==> config.mk <==
export PLATFORM = sky130hd
export DESIGN_NAME = peripheral_uart_ahb3_master
export DESIGN_NICKNAME = d
export VERILOG_FILES = /design/src/rtl/peripheral_ahb3_pkg.sv /design/src/rtl/peripheral_uart_ahb3_master.sv
export SDC_FILE = /design/constraint.sdc
export NUM_CORES = 1
export LEC_CHECK = 0
export ABC_AREA = 1
export CORE_UTILIZATION = 39
export DETAILED_ROUTE_END_ITERATION = 8
export GPL_TIMING_DRIVEN = 0
export HOLD_SLACK_MARGIN = 0.05
export PLACE_DENSITY = 0.84
export SYNTH_ARGS = -nofsm -noshare
export SYNTH_HDL_FRONTEND = slang
export SYNTH_SLANG_ARGS = --single-unit
==> constraint.sdc <==
create_clock -name HCLK -period 1.7 [get_ports HCLK]
set_input_delay 0.17 -clock HCLK [delete_from_list [all_inputs] [get_ports HCLK]]
set_output_delay 0.17 -clock HCLK [all_outputs]
set_load 0.02 [all_outputs]
==> src/rtl/peripheral_ahb3_pkg.sv <==
// Shared AHB3-Lite encodings, master FSM states and byte-lane helpers
// used by the UART-side AHB master.
package peripheral_ahb3_pkg;

    localparam logic [1:0] HTRANS_IDLE   = 2'b00;
    localparam logic [1:0] HTRANS_BUSY   = 2'b01;
    localparam logic [1:0] HTRANS_NONSEQ = 2'b10;
    localparam logic [1:0] HTRANS_SEQ    = 2'b11;

    localparam logic [2:0] HBURST_SINGLE = 3'b000;

    localparam logic [2:0] HSIZE_BYTE  = 3'd0;
    localparam logic [2:0] HSIZE_HWORD = 3'd1;
    localparam logic [2:0] HSIZE_WORD  = 3'd2;
    localparam logic [2:0] HSIZE_DWORD = 3'd3;

    // Data access, privileged, non-bufferable, non-cacheable
    localparam logic [3:0] HPROT_DATA_PRIV = 4'b0011;

    typedef enum logic [1:0] {
        ST_IDLE,
        ST_ADDR,
        ST_DATA,
        ST_RESP
    } ahb_state_e;

    // Replicate right-justified data across every lane; the caller truncates
    // the 64-bit result to its bus width.
    function automatic logic [63:0] lane_replicate(input logic [63:0] d,
                                                   input logic [2:0]  size);
        logic [63:0] r;
        case (size)
            HSIZE_BYTE:  r = {8{d[7:0]}};
            HSIZE_HWORD: r = {4{d[15:0]}};
            HSIZE_WORD:  r = {2{d[31:0]}};
            default:     r = d;
        endcase
        return r;
    endfunction

    // Move the addressed lane down to bit 0 and zero everything above it.
    function automatic logic [63:0] lane_extract(input logic [63:0] d,
                                                 input logic [2:0]  addr_lo,
                                                 input logic [2:0]  size,
                                                 input int          dw);
        logic [2:0]  off;
        logic [63:0] s;
        off = addr_lo & 3'((dw / 8) - 1);
        s   = d >> {off, 3'b000};
        case (size)
            HSIZE_BYTE:  s = {56'd0, s[7:0]};
            HSIZE_HWORD: s = {48'd0, s[15:0]};
            HSIZE_WORD:  s = {32'd0, s[31:0]};
            default:     s = s;
        endcase
        return s;
    endfunction

endpackage

==> src/rtl/peripheral_uart_ahb3_master.sv <==
// Single-outstanding AHB3-Lite master: one valid/ready command becomes one
// AHB single transfer toward the UART bridge, with one response returned.
module peripheral_uart_ahb3_master
    import peripheral_ahb3_pkg::*;
#(
    parameter int HADDR_SIZE = 32,
    parameter int HDATA_SIZE = 32
) (
    input  logic                  HCLK,
    input  logic                  HRESETn,

    input  logic                  cmd_valid,
    output logic                  cmd_ready,
    input  logic                  cmd_write,
    input  logic [HADDR_SIZE-1:0] cmd_addr,
    input  logic [2:0]            cmd_size,
    input  logic [HDATA_SIZE-1:0] cmd_wdata,

    output logic                  rsp_valid,
    input  logic                  rsp_ready,
    output logic [HDATA_SIZE-1:0] rsp_rdata,
    output logic                  rsp_err,

    output logic                  HSEL,
    output logic [HADDR_SIZE-1:0] HADDR,
    output logic [HDATA_SIZE-1:0] HWDATA,
    output logic                  HWRITE,
    output logic [2:0]            HSIZE,
    output logic [2:0]            HBURST,
    output logic [3:0]            HPROT,
    output logic [1:0]            HTRANS,
    output logic                  HMASTLOCK,
    input  logic [HDATA_SIZE-1:0] HRDATA,
    input  logic                  HREADY,
    input  logic                  HRESP
);

    localparam int LANE_W = $clog2(HDATA_SIZE / 8);

    ahb_state_e state_q, state_d;

    logic [HADDR_SIZE-1:0] addr_q;
    logic                  write_q;
    logic [2:0]            size_q;
    logic [HDATA_SIZE-1:0] wdata_q;

    logic                  cmd_legal;
    logic [HADDR_SIZE-1:0] align_mask;
    logic [HDATA_SIZE-1:0] wdata_lane;
    logic [HDATA_SIZE-1:0] rdata_lane;

    logic                  rsp_load;
    logic                  rsp_err_d;
    logic [HDATA_SIZE-1:0] rsp_rdata_d;

    always_comb begin
        align_mask = (HADDR_SIZE'(1) << cmd_size) - HADDR_SIZE'(1);
        cmd_legal  = (cmd_size <= 3'(LANE_W)) && ((cmd_addr & align_mask) == '0);
        wdata_lane = HDATA_SIZE'(lane_replicate(64'(cmd_wdata), cmd_size));
        rdata_lane = HDATA_SIZE'(lane_extract(64'(HRDATA), addr_q[2:0], size_q, HDATA_SIZE));
    end

    always_ff @(posedge HCLK or negedge HRESETn) begin
        if (!HRESETn) state_q <= ST_IDLE;
        else          state_q <= state_d;
    end

    always_comb begin
        state_d     = state_q;
        rsp_load    = 1'b0;
        rsp_err_d   = 1'b0;
        rsp_rdata_d = '0;
        case (state_q)
            ST_IDLE: begin
                if (cmd_valid) begin
                    if (cmd_legal) begin
                        state_d = ST_ADDR;
                    end else begin
                        state_d   = ST_RESP;
                        rsp_load  = 1'b1;
                        rsp_err_d = 1'b1;
                    end
                end
            end
            ST_ADDR: begin
                if (HREADY) state_d = ST_DATA;
            end
            ST_DATA: begin
                // HREADY low covers both wait states and the first ERROR cycle
                if (HREADY) begin
                    state_d     = ST_RESP;
                    rsp_load    = 1'b1;
                    rsp_err_d   = HRESP;
                    rsp_rdata_d = (!HRESP && !write_q) ? rdata_lane : '0;
                end
            end
            ST_RESP: begin
                if (rsp_ready) state_d = ST_IDLE;
            end
            default: state_d = ST_IDLE;
        endcase
    end

    // Command latch: only legal commands reach the bus lines
    always_ff @(posedge HCLK or negedge HRESETn) begin
        if (!HRESETn) begin
            addr_q  <= '0;
            write_q <= 1'b0;
            size_q  <= 3'd0;
            wdata_q <= '0;
        end else if (state_q == ST_IDLE && cmd_valid && cmd_legal) begin
            addr_q  <= cmd_addr;
            write_q <= cmd_write;
            size_q  <= cmd_size;
            wdata_q <= wdata_lane;
        end
    end

    // Response register
    always_ff @(posedge HCLK or negedge HRESETn) begin
        if (!HRESETn) begin
            rsp_valid <= 1'b0;
            rsp_err   <= 1'b0;
            rsp_rdata <= '0;
        end else if (rsp_load) begin
            rsp_valid <= 1'b1;
            rsp_err   <= rsp_err_d;
            rsp_rdata <= rsp_rdata_d;
        end else if (state_q == ST_RESP && rsp_ready) begin
            rsp_valid <= 1'b0;
            rsp_err   <= 1'b0;
            rsp_rdata <= '0;
        end
    end

    // Gating with HRESETn keeps cmd_ready low for the whole reset interval
    assign cmd_ready = (state_q == ST_IDLE) && HRESETn;

    assign HSEL      = (state_q == ST_ADDR);
    assign HTRANS    = (state_q == ST_ADDR) ? HTRANS_NONSEQ : HTRANS_IDLE;
    assign HADDR     = addr_q;
    assign HWRITE    = write_q;
    assign HSIZE     = size_q;
    assign HWDATA    = wdata_q;
    assign HBURST    = HBURST_SINGLE;
    assign HPROT     = HPROT_DATA_PRIV;
    assign HMASTLOCK = 1'b0;

endmodule

==> results.yml <==
outcome:
  outcome: "finished with violations"
  violations: "negative setup slack"
logic_synthesis:
  synth-seq-cells: 104
  yosys_warnings: 0
  seq_area_frac_synth_pct: 48.9
  synthCells: 678
  synth_area_leaders: "dfrtp_1 49%, nand2_1 19%, o21ai_0 4.8%, nand4_1 3.9%, o21ai_1 3.9%"
  synth.distinct_cells: 30
  yosysTopAreaCellShare_pct: 48.9
  synth_top_cell_by_area: "dfrtp_1"
  avgSynthCellArea_um2: 7.85
  syn_area_um2: 5330
pwr:
  p_per_area_nw_per_um2: 1250
  switching_share_pct: 38.9
  p_int_mw: 6.59
  p_comb_share_pct: 46.5
  p_clk_share_pct: 19.9
  ir_worst_vdd_v: 0.000721
  power_frac_seq_pct: 33.6
  p_sw_mw: 4.19
  leakage_nw: 4.24
placed_design:
  dp.cells: 1072
  dpl.hpwl_um: 12900
  place_congestion: 0.939
  port_buffers: 210
global_routing:
  grt_pass1_vias: 5133
  track_usage_pct: 24.8
  grt_max_degree: 68
  grt_pass1_wl_um: 27100
  antenna_found_initial: 0
  gr-total-overflow: 0
sta:
  layout_min_cycle_time_ns: 1.72
  fin_setup_tns_ns: -0.0194
  setup_slack_ns: -0.0194
  max_freq_mhz: 582
  worstMarginPinSlew_ns: 0.576
  rsz0062_at_grt: "true"
  hold_viol_final: 0
  slew_headroom_pct: 61.2
  finClkSkew_ns: 0.00476
  fin_crit_sh_pct: 101
  slew_viol_final: 0
  setup-violations-final: 1
floorplanning:
  die_h_um: 119
  floorplan.core_area_um2: 13300
  dieArea_um2: 14100
  start_util_pct: 40.1
  ios: 220
  core.rowCount: 42
  fp.dieW_um: 119
run:
  cap_violations: 0
setup_path:
  cp.required_ns: 1.98
  critPathArrivalTime_ns: 2.00
  r2r-start: "HADDR[0]"
  endpoint_kind: "register"
  path_max_fanout: 10
  worstSetupStartpoint: "HADDR[0]"
  startpoint_type: "register"
  criticalPathCategory: "reg -> reg"
cts:
  clock_latency_ns: 0.35
  clk_pin_slew_ns: 0.07
  clockBufferDepth: 2
  h-tree-depth: 3
  root_buffer: "clkbuf_16"
  cts_tree: "yes"
  cts_buffers: 9
  cts_sinks: 104
route:
  first_iter_violations: 479
  wirelength_um: 18100
  vias: 5606
  drc: 0
  wl_per_cell_um: 16.3
  ant_nets: 0
  dr.pass1.iters: 5
  vias_per_cell: 5.04
min_path:
  hp-start: "cmd_size[2]"
  hold_path_class: "in -> reg"
cells_and_area:
  nNetsFinal: 1044
  antenna_cells: 0
  layout.cells.non_filler: 1112
  areaGrowthSynthToFinish_pct: 61.9
  drive_above_1_share_pct: 14.0
-- cell families (layout without fill, tap and decap cells) --
group / after synthesis / count (layout) / synth area share, %
simple gates: 347 / 349 / 27.2
flops: 104 / 104 / 48.9
buf+inv: 93 / 342 / 9.47
compound gates: 126 / 126 / 12.9
fa+ha+maj: 6 / 6 / 1.41
other cells: 2 / 9 / 0.141
-- power groups by stage --
stage | Clock (mW) | Combinational (mW) | Sequential [mW]
after floorplan | 0 | 1.55 | 4.36
after global placement | 0 | 4.55 | 3.60
after detailed placement | 0 | 4.61 | 3.60
after CTS | 2.21 | 4.72 | 3.58
after global routing | 2.31 | 5.35 | 3.69
final | 2.14 | 5.01 | 3.62
-- metrics by stage --
stage	hold slack (ns)	total power, mW	utilization [%]	instance area, um^2	setup WS (ns)
floorplan	-0.126	5.90	-	5380	-0.0946
global route	0.0774	11.4	64.9	8620	-0.00438
detailed placement	0.187	8.21	58.1	7730	-0.989
CTS	0.101	10.5	61.6	8190	0.00762
global placement	0.458	8.15	57.9	7700	-3.60
finish	0.0816	10.8	64.9	8620	-0.0194
-- cell type report --
cell class                      instances  area [um^2]
Sequential cell                       104         2600
Buffer                                 52          427
Clock buffer                           12          267
Tap cell                              176          220
Multi-Input combinational cell        490         2470
Inverter                               40          173
Fill cell                            1096         4670
Timing Repair Buffer                  235         2420
Clock inverter                          3         40.0
-- sequential cells by signal, summed over array words and instances (netlist names) --
name / count
HADDR: 32
HSIZE: 3
HWDATA: 32
state_q: 2
HWRITE: 1
rsp_err: 1
rsp_rdata: 32
rsp_valid: 1
-- cell usage in the layout, fill, tap and decap left out, types with 16 or more instances in the layout --
cell,synthesis,final
inv_1,38,32
buf_4,12,27
clkdlybuf4s50_1,0,203
o21ai_0,51,43
dfrtp_1,104,103
o211ai_1,20,20
o21ai_1,41,33
nand4_1,33,33
o21ai_2,0,16
nand2_1,276,271
-- timing repair --
action                                  4_1_cts  5_1_grt
buffers inserted                              4        9
resized for setup                            45       86
gates cloned                                  2        9
endpoints found under the setup margin      107      104
pin swaps                                     6       13
hold buffers                                  2        0
hold endpoints to repair                     37        0
-- cells in the mapped netlist, drive strengths merged --
master,instances
a21oi,11
buf,32
clkbuf,21
clkinv,1
conb,2
dfrtp,104
ha,6
inv,39
nand2,278
nand3,15
nand4,33
nor2,19
nor3,2
o211ai,20
o21ai,92
o21bai,1
o22ai,1
o311ai,1
-- worst max-delay path, cell delays in order, from the launching register on --
cell	delay [ns]
dfrtp_1	0.42
buf_4	0.18
inv_1	0.10
clkbuf_2	0.20
o21ai_0	0.50
o211ai_1	0.18
nand2_1	0.09
-- routing by layer --
metal | up-vias | share of wire, % | track usage [%]
li1 | 2712 | - | -
met1 | 2601 | 42 | 32.3
met2 | 267 | 48 | 40.0
met3 | 26 | 8.1 | 6.66
met4 | 0 | 1.8 | 7.67
met5 | - | 0 | 0
-- worst paths after layout --
check	end	slack (ns)	depth (start not counted)
worst min-delay path	HSIZE[2]	0.08	3
worst max register to register	rsp_rdata[6]	-0.02	6
worst max-delay path	rsp_rdata[6]	-0.02	6
min in group asynchronous	state_q[1]	0.39	3
worst min register to register	HWDATA[30]	0.47	2
max in group asynchronous	HADDR[1]	0.97	3
No activity file was read; power rests on OpenSTA's default activity.
